<file path="src/rtl/fifo_rd_check.sv">
// Read-side checker for the byte FIFO loopback test: pops the FIFO, checks an incrementing
// pattern starting at BASE, and reports counts, timeout and a pass/done verdict.
module fifo_rd_check #(
    parameter int            DW      = 8,
    parameter int            NUM     = 16,
    parameter logic [DW-1:0] BASE    = 8'h40,
    parameter int            TIMEOUT = 64
) (
    input  logic          clk,
    input  logic          rst,
    input  logic          start_i,
    input  logic          fifo_empty_i,
    input  logic [DW-1:0] fifo_dout_i,
    output logic          fifo_rd_en_o,
    output logic          busy_o,
    output logic          done_o,
    output logic          pass_o,
    output logic          timeout_o,
    output logic [7:0]    rx_cnt_o,
    output logic [7:0]    err_cnt_o
);

    localparam int IW = (TIMEOUT > 1) ? $clog2(TIMEOUT) : 1;

    typedef enum logic [1:0] {IDLE, READ, DRAIN, DONE} state_t;

    state_t          state_q, state_d;
    logic [7:0]      issued_q, issued_d;
    logic [IW-1:0]   idle_q, idle_d;
    logic            rd_vld_q, rd_vld_d;
    logic [DW-1:0]   expected_q, expected_d;
    logic [7:0]      rx_cnt_q, rx_cnt_d;
    logic [7:0]      err_cnt_q, err_cnt_d;
    logic            timeout_q, timeout_d;
    logic            rd_en;

    always_ff @(posedge clk or posedge rst) begin
        if (rst) begin
            state_q    <= IDLE;
            issued_q   <= '0;
            idle_q     <= '0;
            rd_vld_q   <= 1'b0;
            expected_q <= BASE;
            rx_cnt_q   <= '0;
            err_cnt_q  <= '0;
            timeout_q  <= 1'b0;
        end else begin
            state_q    <= state_d;
            issued_q   <= issued_d;
            idle_q     <= idle_d;
            rd_vld_q   <= rd_vld_d;
            expected_q <= expected_d;
            rx_cnt_q   <= rx_cnt_d;
            err_cnt_q  <= err_cnt_d;
            timeout_q  <= timeout_d;
        end
    end

    always_comb begin
        state_d    = state_q;
        issued_d   = issued_q;
        idle_d     = idle_q;
        expected_d = expected_q;
        rx_cnt_d   = rx_cnt_q;
        err_cnt_d  = err_cnt_q;
        timeout_d  = timeout_q;

        rd_en    = (state_q == READ) && !fifo_empty_i && (issued_q < 8'(NUM));
        rd_vld_d = rd_en;

        // FIFO data arrives one cycle after the pop, so the check trails rd_en by one cycle
        if (rd_vld_q) begin
            if ((fifo_dout_i != expected_q) && (err_cnt_q != 8'hFF)) begin
                err_cnt_d = err_cnt_q + 8'd1;
            end
            expected_d = expected_q + 1'b1;
            rx_cnt_d   = rx_cnt_q + 8'd1;
        end

        case (state_q)
            IDLE, DONE: begin
                if (start_i) begin
                    state_d    = READ;
                    issued_d   = '0;
                    idle_d     = '0;
                    expected_d = BASE;
                    rx_cnt_d   = '0;
                    err_cnt_d  = '0;
                    timeout_d  = 1'b0;
                end
            end
            READ: begin
                if (rd_en) begin
                    issued_d = issued_q + 8'd1;
                    idle_d   = '0;
                    if (issued_q == 8'(NUM - 1)) begin
                        state_d = DRAIN;
                    end
                end else if (idle_q == IW'(TIMEOUT - 1)) begin
                    timeout_d = 1'b1;
                    state_d   = DRAIN;
                end else begin
                    idle_d = idle_q + 1'b1;
                end
            end
            // No pops in DRAIN, so the one possible in-flight byte is checked here
            DRAIN:   state_d = DONE;
            default: state_d = IDLE;
        endcase
    end

    assign fifo_rd_en_o = rd_en;
    assign busy_o       = (state_q == READ) || (state_q == DRAIN);
    assign done_o       = (state_q == DONE);
    assign pass_o       = done_o && (err_cnt_q == 8'd0) && !timeout_q && (rx_cnt_q == 8'(NUM));
    assign timeout_o    = timeout_q;
    assign rx_cnt_o     = rx_cnt_q;
    assign err_cnt_o    = err_cnt_q;

endmodule
</file>
<file path="config.mk">
export PLATFORM = sky130hd
export DESIGN_NAME = fifo_rd_check
export DESIGN_NICKNAME = d
export VERILOG_FILES = /design/src/rtl/fifo_rd_check.sv
export SDC_FILE = /design/constraint.sdc
export NUM_CORES = 1
export LEC_CHECK = 0
export CORE_ASPECT_RATIO = 2
export CORE_MARGIN = 5
export CORE_UTILIZATION = 35
export DETAILED_ROUTE_END_ITERATION = 10
export MAX_ROUTING_LAYER = met4
export PLACE_DENSITY_LB_ADDON = 0.3
export SYNTH_ARGS = -nofsm -noshare
export SYNTH_HDL_FRONTEND = slang
export SYNTH_SLANG_ARGS = --single-unit
</file>
<file path="constraint.sdc">
create_clock -name clk -period 2.75 [get_ports clk]
set_input_delay 0.275 -clock clk [delete_from_list [all_inputs] [get_ports clk]]
set_output_delay 0.275 -clock clk [all_outputs]
set_load 0.05 [all_outputs]
</file>
**Word level (Yosys, flattened, before mapping)**

Cells that the tools add are included.

- Flip-flop bits (word level): 42
- Bits in latches: 0
- Memory bits (writable): 0
- Bits in read-only memories: 0
- Bits of input ports: 12
- Output and inout bits: 21
- Word-level logic and storage cells: 72
- Memories kept: 0

- Add/sub/neg operators: 5
- Multiply operators: 0
- Div/mod/pow operators: 0
- Order comparisons: 1
- Equal/unequal tests: 15
- Shift operators: 0
- Mux-type cells: 26
- Bitwise logic cells: 0
- Reduce and logical (&&, ||, !) cells: 17

Operators by type and width:

| kind | count |
|---|---|
| $mux 8 | 12 |
| $add 8x1->8 const B | 4 |
| $mux 6 | 3 |
| $pmux 8 s2 | 1 |
| $pmux 6 s2 | 1 |
| $reduce_and 3->1 | 3 |
| $eq 8x4->1 const B | 1 |
| $eq 8x5->1 const B | 1 |
| $logic_not 8->1 | 1 |
| $lt 8x5->1 const B | 1 |
| $mux 2 | 4 |
| $ne 8x8->1 | 1 |
| $ne 8x8->1 const B | 1 |
| $add 6x1->6 const B | 1 |
| $eq 6x6->1 const B | 1 |
| $logic_and 1x1->1 | 6 |
| $ne 2x2->1 const B | 3 |
| $ne 3x2->1 const B | 2 |
| $pmux 2 s3 | 1 |
| $eq 2x2->1 const B | 2 |
| $reduce_and 4->1 | 1 |
| $mux 1 | 3 |
| $ne 3x3->1 const B | 1 |
| $eq 2x1->1 const B | 1 |
| 7 further kinds | 8 |

**Longest topological paths before layout**

Gate-level depths: netlist of run 1.

- Depth in word-level cells: 6
- Gate-level depth with buffers: 7
- Depth with buffers taken out: 6

**Worst setup path after synthesis of run 1**

Ideal clock, no wire load.

- Kind: reg-to-reg
- Start: register issued_q[4]
- End: register state_q[0]
- Setup time: 133 ps
- Arrival time: 2055 ps
- Data required time: 2617 ps
- Path slack: 561 ps
- Stages on the path, launching flop included: 6
- Buffers on the path: 0
- Period minus slack after synthesis: 2189 ps
- Cells stage by stage: dfrtp_1 -> or4_4 -> or3b_2 -> inv_1 -> a221oi_1 -> mux2i_1

- Word-level cells in the longest chain between the ends: 4
- Elaborated cells between the ends (all ways): 8
- Those cells by class: order compare (1); eq/ne (3); mux (2); reduce/logical (2)

Ends and longest elaborated chain:

| item | line | RTL |
|---|---|---|
| start: declaration | 28 | `logic [7:0] issued_q, issued_d;` |
| start signal: assignment | 49 | `issued_q <= issued_d;` |
| $lt 8x5->1 * | 68 | `rd_en = (state_q == READ) && !fifo_empty_i && (issued_q < 8'(NUM));` |
| $logic_and 1x1->1 * | 68 |  |
| via fifo_rd_en_o | 14 | `output logic fifo_rd_en_o,` |
| $ne 3x2->1 (no line) or $mux 2 (tied branches) | - |  |
| $reduce_and 3->1 (no line) or $pmux 2 s3 (tied branches) | - |  |
| end signal: assignment | 48 | `state_q <= state_d;` |
| end: declaration | 27 | `state_t state_q, state_d;` |

The timed path passes the listed nets; every way through them passes the cells marked *.
A chain may end at the register's enable or synchronous reset.

**Final worst setup path of run 1**

- Start: register state_q[1]
- End: output port pass_o

- Word-level cells in the longest chain between the ends: 4

Ends and longest elaborated chain:

| item | line | RTL |
|---|---|---|
| $eq 2x2->1 | 114 | `assign done_o = (state_q == DONE);` |
| $logic_and 1x1->1 (3 in series) | 115 | `assign pass_o = done_o && (err_cnt_q == 8'd0) && !timeout_q && (rx_cnt_q == 8'(NUM));` |
| end: declaration | 17 | `output logic pass_o,` |

No other way between the ends.

==> impl_metrics.ini, run 1 <==
[global_routing]
top_usage_layer = met2
antenna_found_initial = 0
grt_pass1_vias = 2020
grtUsageMet1_pct = 15.1
grt_overflow_total = 0
grt_max_degree = 43
grt_use_total_pct = 15.1
grt_first_pass_wirelength_um = 9480
use_met3_pct = 2.96
gr-usage-met2_pct = 26.7

[clock_network]
post_cts_buffers = 0
ctsResizeCount = 0
cts.sinks = 42
hold_buffers = 0
htree_num_levels = 2
cts_root_buffer = clkbuf_16
cts_buffers = 5
clkTransAtPathRegs_ns = 0.07
cts_tree = done
worstSkewPairLatency_ns = 0.29
clockBufferDepth = 2

[timing]
rsz0062_at_grt = false
hold_viol = 0
timing.hold.ws_ns = 0.418
finalSetupTns_ns = 0
max-slew-margin-rel_pct = 60.2
setup_viol = 0
fmax_mhz = 399
worst_slew_pin_slew_ns = 0.582
finalMaxSlewViolations = 0
post-route-min-period_ns = 2.51
period_share_pct = 91.2
clock_skew_ns = 0.00624

[logic_synthesis]
synthArstFlopShare_pct = 100
synth.area.mux_share_pct = 5.20
yosysSeqAreaShare_pct = 45.1
ys_types = 44
synth_top_family_by_area = simple AND/OR/NAND/NOR gates
yosysTopAreaCellShare_pct = 43.9
synth_area_leaders = dfrtp_1 44%, ha_1 5.9%, xor2_1 5.3%, mux2i_1 4.7%, nand2_1 3.7%
synth_nets = 266
synth_compound_area_share_pct = 11.9
yosys.area_share.adder_pct = 5.89
synthCells = 243
yosys_warnings = 0
synth_xor_area_share_pct = 7.13
syn_avg_cell_area_um2 = 9.61
synth_top_cell_by_area = dfrtp_1
synth-simple-area-share_pct = 21.3
synth-edff-count = 0
synth_flop_cell = dfrtp_1
ys_ff_latch = 42
syn_area_um2 = 2330

[flow_run]
drv_cap = 0

[floorplanning]
ios = 33
die_area_um2 = 8500
initial_core_util_pct = 35.5
die_y_um = 126
rows = 42
core_area_um2 = 6570
die_x_um = 67.8

[setup_path]
crit_type = flop to primary output
start_kind = flop
required_ns = 2.48
worstPathMaxFanout = 4
cp_slowest_cell = clkdlybuf4s50_1
cpPeakStageDelay_ns = 0.82
path_cells = ha_1 -> nor4b_1 -> nand2_1 -> nor2_1 -> clkdlybuf4s50_1
crit_arrival_ns = 2.23
end_kind = primary output

[final_layout]
area_growth_syn_to_layout_pct = 27.7
stdcell_count = 371
fin_nets = 305
mostFrequentLayoutCell = dfrtp_1
drive_gt1_share_pct = 7.77
antenna_cells = 0
fillers = 659
final_cell_mix = 41 x dfrtp_1, 31 x clkdlybuf4s50_1, 23 x nand2_1, 22 x nor2_1, 14 x xor2_1

[place]
port_buffers = 32
gp_congestion = 0.779
dp_hpwl_um = 4160
post-place-cells = 363

[route]
postRouteAntennaNets = 0
vias_per_cell = 5.13
wl_um = 5540
post-route-drc-count = 0
vias = 1902
wl_per_cell_um = 14.9
drt_iter0_markers = 82
firstDrtPassIters = 4

[power]
vdd_ir_drop_max_v = 0.000910
power.density_nw_per_um2 = 843
p_leak_nw = 1.30

[run_status]
outcome = complete, no violations

[worst_hold_path]
hold_path_class = primary input to async pin
## stage by stage
| stage | setup WS, ns | power, mW | utilization [%] | area [um^2] |
|---|---|---|---|---|
| global placement | 0.418 | 1.74 | 42.4 | 2790 |
| CTS | 0.238 | 2.55 | 45.4 | 2980 |
| floorplan | 0.561 | 1.46 | - | 2330 |
| detailed placement | 0.421 | 1.75 | 42.4 | 2790 |
| global route | 0.0946 | 2.68 | 45.4 | 2980 |
| finish | 0.243 | 2.51 | 45.4 | 2980 |
## cell type report
| type | count | area [um^2] | area share, % |
|---|---|---|---|
| multi-input combinational | 182 | 1200 | 40.3 |
| sequential | 42 | 1050 | 35.3 |
| timing repair buffer | 38 | 375 | 12.6 |
| clock buffer | 5 | 125 | 4.20 |
| tap | 88 | 110 | 3.69 |
| clock inverter | 3 | 68.8 | 2.31 |
| inverter | 13 | 48.8 | 1.64 |
## cells by family after synthesis
kind of cell / count (synthesis)
AND/OR/NAND/NOR: 98
buffers and inverters: 19
multiplexers: 12
XOR/XNOR: 19
AO/OA/AOI/OAI: 42
flip-flops: 42
adder cells (fa/ha/maj): 11
## synthesized netlist by cell type (all sizes together) (5+ instances only)
cell	instances
xor2	14
a21oi	8
nand4	6
ha	11
mux2i	11
nor3	5
o21ai	12
xnor2	5
nand2b	7
and2	6
nor2	22
inv	13
nand2	23
dfrtp	41
nand3	12
## sequential cells by signal (all words and copies together), names as in the netlist
signal and cells:
err_cnt_o 8, rd_vld_q 1, rx_cnt_o 8, state_q 2, idle_q 6, timeout_o 1, issued_q 8, expected_q 8
## worst paths after layout
kind | startpoint | end | slack, ns | cells after the start
max | state_q[1] | pass_o | 0.24 | 5
min | rst | expected_q[5] | 0.42 | 3
max reg2reg | state_q[0] | issued_q[3] | 0.58 | 6
min reg2reg | issued_q[5] | issued_q[5] | 0.49 | 1
max in group asynchronous | rst | err_cnt_o[2] | 1.95 | 3
min in group clk | issued_q[5] | issued_q[5] | 0.49 | 1
## power by group
part	total (mW)	switching (mW)	internal [mW]	leakage [nW]
Combinational	0.961	0.618	0.343	0.638
Clock	0.780	0.258	0.522	0.0940
Sequential	0.773	0.0828	0.690	0.571
## per-layer routing
metal  share of wire [%]  wire [um]  vias up
li1                    -          -      930
met2                  57       3150       39
met4                 2.8        153        0
met5                   0          0        -
met1                  37       2060      921
met3                 3.2        180       12
## critical path: cells and delay by family (launching register included)
kind	cells	cell delay (ns)
buf+inv	1	0.82
simple gates	3	0.51
flops	1	0.41
fa+ha+maj	1	0.21
No activity file was read; power rests on OpenSTA's default activity.
==> run 2: changes to the inputs <==
--- a/config.mk
+++ b/config.mk
@@ -5,6 +5,7 @@
 export SDC_FILE = /design/constraint.sdc
 export NUM_CORES = 1
 export LEC_CHECK = 0
+export ABC_AREA = 1
 export CORE_ASPECT_RATIO = 2
 export CORE_MARGIN = 5
 export CORE_UTILIZATION = 35
==> constraint.sdc (replaced) <==
create_clock -name clk -period 2.7 [get_ports clk]
set_input_delay 0.27 -clock clk [delete_from_list [all_inputs] [get_ports clk]]
set_output_delay 0.27 -clock clk [all_outputs]
set_load 0.05 [all_outputs]
==> impl_metrics.ini, run 2 <==
[run_status]
outcome = complete, no violations

[setup_path]
rrSetupSlack_ns = 0.92
end_kind = primary output
worstPathMaxFanout = 5
cp_slowest_cell = clkdlybuf4s50_1
path_cells = inv_1 -> ha_1 -> inv_1 -> clkdlybuf4s50_1
crit_arrival_ns = 1.98
crit_type = flop to primary output
start_kind = flop
cpPeakStageDelay_ns = 0.79
path_common_cell = inv_1
required_ns = 2.43
worstPathBufferInverterCount = 3
critPathTopFamily = buffers and inverters

[route]
wl_per_cell_um = 12.5
drt_iter0_markers = 76
postRouteAntennaNets = 0
wl_um = 5500
vias = 2098
post-route-drc-count = 0
vias_per_cell = 4.79
firstDrtPassIters = 4

[timing]
finalSetupTns_ns = 0
timing.hold.ws_ns = 0.435
max-slew-margin-rel_pct = 63.5
setup_viol = 0
clock_skew_ns = 0.00341
post-route-min-period_ns = 2.25
fin_ws_ns = 0.449
worst_slew_pin_slew_ns = 0.546
rsz0062_at_grt = false
fmax_mhz = 444
hold_viol = 0
finalMaxSlewViolations = 0
period_share_pct = 83.4

[logic_synthesis]
synth.area.mux_share_pct = 0
yosysSeqAreaShare_pct = 43.8
syn_avg_cell_area_um2 = 7.70
synth_nets = 335
synth_flop_cell = dfrtp_1
synth-simple-area-share_pct = 27.6
synth_xor_area_share_pct = 1.82
synthArstFlopShare_pct = 100
syn_area_um2 = 2400
yosys.area_share.adder_pct = 5.73
synthCells = 312
yosysTopAreaCellShare_pct = 42.7
synth_top_cell_by_area = dfrtp_1
yosysMostFrequentCell = nand2_1
synth-edff-count = 0
synth_compound_area_share_pct = 11.5
ys_types = 31
synth_top_family_by_area = simple AND/OR/NAND/NOR gates
ys_ff_latch = 42
yosys_warnings = 0
yosys-top-cells-count = 65 x nand2_1, 51 x inv_1, 41 x dfrtp_1
synth_area_leaders = dfrtp_1 43%, nand2_1 10%, inv_1 8.0%, ha_1 5.7%, nor2_1 5.2%

[place]
placement.cell_area_um2 = 2820
dp_hpwl_um = 4270
port_buffers = 32
gp_congestion = 0.807
place_ws_ns = 0.420

[global_routing]
gr-usage-met2_pct = 25.9
antenna_found_initial = 0
grt_max_degree = 43
grt_pass1_vias = 2130
grtUsageMet1_pct = 15.0
grt_first_pass_wirelength_um = 9470
use_met3_pct = 2.46
top_usage_layer = met2
grt_use_total_pct = 14.5
grt_overflow_total = 0

[power]
vdd_ir_drop_max_v = 0.000786
p_leak_nw = 1.43
power.density_nw_per_um2 = 896
power.total_mw = 2.68

[floorplanning]
die_area_um2 = 8720
rows = 42
initial_core_util_pct = 36.0
die_x_um = 68.6
core_area_um2 = 6670
ios = 33
die_y_um = 127

[final_layout]
drive_gt1_share_pct = 7.43
mostFrequentLayoutCell = nand2_1
final_area_um2 = 2990
final_cell_mix = 65 x nand2_1, 51 x inv_1, 41 x dfrtp_1, 33 x nor2_1, 30 x clkdlybuf4s50_1
antenna_cells = 0
fin_nets = 372
area_growth_syn_to_layout_pct = 24.4

[clock_network]
cts_root_buffer = clkbuf_16
cts_buffers = 5
clkTransAtPathRegs_ns = 0.06
htree_num_levels = 2
clockBufferDepth = 2
worstSkewPairLatency_ns = 0.28
cts.sinks = 42
hold_buffers = 0
cts_tree = done

[worst_hold_path]
hold_path_class = primary input to async pin

[flow_run]
drv_cap = 0
[run 2: cell types whose count changed after synthesis, moves of 5 or more]
cell and delta:
nand3_1 +5, nor2_1 +11, nand2_2 +5, nand2_1 +42, nor3_1 +7, mux2i_1 -11
a21oi_1 +15, xor2_1 -12, and2_1 -6, inv_1 +38, nand2b_1 -7
[run 2: worst paths after layout]
path,cells past startpoint,end,from
setup / recovery,4,busy_o,state_q[0]
hold / removal,3,rx_cnt_o[2],rst
setup reg to reg,8,idle_q[0],state_q[0]
hold reg to reg,2,issued_q[7],issued_q[7]
max in group asynchronous,3,expected_q[6],rst
min in group clk,2,issued_q[7],issued_q[7]
[run 2: what timing repair did]
action | 4_1_cts | 5_1_grt
buffers inserted | 0 | 0
endpoints found under the setup margin | 0 | 2
resized for setup | 0 | 2
[run 2: final cells by class]
cell class | instances | area, um^2
Clock buffer | 7 | 133
Multi-Input combinational cell | 212 | 1120
Tap cell | 88 | 110
Timing Repair Buffer | 34 | 340
Fill cell | 698 | 3690
Sequential cell | 42 | 1050
Clock inverter | 1 | 30.0
Inverter | 54 | 204
[run 2: tightest hold or removal path, stage by stage]
cell and delay [ns]:
clkdlybuf4s50_1 0.40, inv_1 0.05, buf_4 0.45
[run 2: metal layers]
| metal | part of all wire (%) | vias up |
|---|---|---|
| met5 | 0 | - |
| met4 | 2.7 | 0 |
| met3 | 3.7 | 11 |
| met2 | 56 | 32 |
| met1 | 38 | 976 |
| li1 | - | 1079 |
[run 2: through the flow]
step | std cells | util, %
4_1_cts | 438 | 44.7
5_1_grt | 438 | 44.8
2_1_floorplan | 312 | -
3_5_place_dp | 430 | 42.3
3_3_place_gp | 430 | 42.3
6_report | 438 | 44.8
[run 2: kinds of logic (layout without fill, tap and decap cells)]
kind of cell	count (synthesis)	after routing
xor gates and xnor gates	5	5
AOI/OAI and AO/OA	49	49
and+or+nand+nor	147	147
buffers and inverters	58	96
adders and majority gates	11	11
DFF	42	42
[run 2: power by group]
part | internal (mW) | total, mW | switching (mW) | leakage (nW)
combinational | 0.368 | 1.17 | 0.801 | 0.781
clock | 0.437 | 0.678 | 0.240 | 0.0781
sequential | 0.727 | 0.829 | 0.102 | 0.568
total | 1.53 | 2.68 | 1.14 | 1.43
==> run 3: changes to the inputs <==
==> constraint.sdc (replaced) <==
create_clock -name clk -period 1.85 [get_ports clk]
set_input_delay 0.185 -clock clk [delete_from_list [all_inputs] [get_ports clk]]
set_output_delay 0.185 -clock clk [all_outputs]
set_load 0.05 [all_outputs]
==> impl_metrics.ini, run 3 (same netlist as run 2, synthesis figures left out) <==
[timing]
fin_ws_ns = 0.0872
hold_viol = 0
period_share_pct = 95.3
clock_skew_ns = 0.00556
finalMaxSlewViolations = 0
fmax_mhz = 567
max-slew-margin-rel_pct = 66.6
setup_viol = 0
rsz0062_at_grt = true
finalSetupTns_ns = 0
post-route-min-period_ns = 1.76
worst_slew_pin_slew_ns = 0.499

[floorplanning]
rows = 42
die_y_um = 127
ios = 33
core_area_um2 = 6670
die_area_um2 = 8720
initial_core_util_pct = 36.0
die_x_um = 68.6

[route]
post-route-drc-count = 0
drt_iter0_markers = 113
postRouteAntennaNets = 0
firstDrtPassIters = 4
wl_per_cell_um = 12.3
vias_per_cell = 4.87
vias = 2161
wl_um = 5480

[power]
power.density_nw_per_um2 = 1300
vdd_ir_drop_max_v = 0.00129
p_leak_nw = 1.44

[final_layout]
stdcell_count = 444
drive_gt1_share_pct = 12.6
fin_nets = 378
mostFrequentLayoutCell = nand2_1
area_growth_syn_to_layout_pct = 28.5
final_cell_mix = 64 x nand2_1, 49 x inv_1, 41 x dfrtp_1, 33 x nor2_1, 28 x clkdlybuf4s50_1
antenna_cells = 0

[place]
post-place-cells = 432
gp_congestion = 0.849
port_buffers = 32
dp_hpwl_um = 4250
place_ws_ns = 0.0428

[clock_network]
htree_num_levels = 2
cts.sinks = 42
worstSkewPairLatency_ns = 0.28
clkTransAtPathRegs_ns = 0.06
hold_buffers = 0
cts_buffers = 5
cts_root_buffer = clkbuf_16
cts_tree = done
clockBufferDepth = 2

[global_routing]
grt_use_total_pct = 13.8
antenna_found_initial = 0
grt_pass1_vias = 2128
grt_max_degree = 29
grt_first_pass_wirelength_um = 9180
grt_overflow_total = 0

[worst_hold_path]
hold_path_class = primary input to async pin

[flow_run]
drv_cap = 0

[setup_path]
crit_type = flop to primary output
crit_arrival_ns = 1.58
worstPathMaxFanout = 3
end_kind = primary output
start_kind = flop
r2r_cells = 8
required_ns = 1.66

[run_status]
outcome = complete, no violations
-- run 3: timing repair --
item / CTS / global route
setup buffers: 2 / 2
resized for setup: 3 / 5
setup endpoints to repair: 2 / 8
pin swaps: 2 / 4
hold endpoints to repair: 0 / 0
-- run 3: path summary, 6_finish.rpt --
path,to,slack [ns],startpoint
worst min-delay path,expected_q[1],0.22,rst
worst min register to register,issued_q[7],0.49,issued_q[7]
max in group asynchronous,err_cnt_o[1],1.28,rst
worst max-delay path,rx_cnt_o[0],0.09,rx_cnt_o[0]
min in group clk,issued_q[7],0.49,issued_q[7]
worst max register to register,idle_q[0],0.13,state_q[0]
-- run 3: layout make-up --
| class | count | area (um^2) |
|---|---|---|
| fillers | 678 | 3590 |
| multi-input cells | 212 | 1160 |
| flip-flops and latches | 42 | 1050 |
| repair buffers | 40 | 408 |
| inverters | 54 | 204 |
| clock buffers | 6 | 139 |
| well taps | 88 | 110 |
| clock inverters | 2 | 12.5 |
-- run 3: worst max-delay path: stages (launching register included) --
cell and delay [ns]:
dfrtp_1 0.37, buf_4 0.13, clkdlybuf4s50_1 0.79
-- run 3: routing by layer --
metal  part of all wire (%)  vias to the layer above  global-route usage [%]  wire length [um]
li1                       -                     1083                       -                 -
met1                     37                     1027                    13.8              2030
met2                     57                       41                    25.6              3130
met3                    3.7                       10                    2.02               200
met4                    2.2                        0                    5.04               119
met5                      0                        -                       -                 0
-- run 3: power by group --
group	internal (mW)	switching (mW)
Sequential	1.06	0.145
Combinational	0.672	1.24
Clock	0.534	0.354
-- run 3: through the flow --
step / hold slack (ns) / instance area, um^2 / utilization (%) / power, mW
2_1_floorplan: 0.324 / 2410 / - / 2.45
3_3_place_gp: 0.482 / 2870 / 43.1 / 3.01
3_5_place_dp: 0.485 / 2870 / 43.1 / 3.04
4_1_cts: 0.223 / 3050 / 45.7 / 3.98
5_1_grt: 0.264 / 3090 / 46.2 / 4.30
6_report: 0.218 / 3090 / 46.2 / 4.01
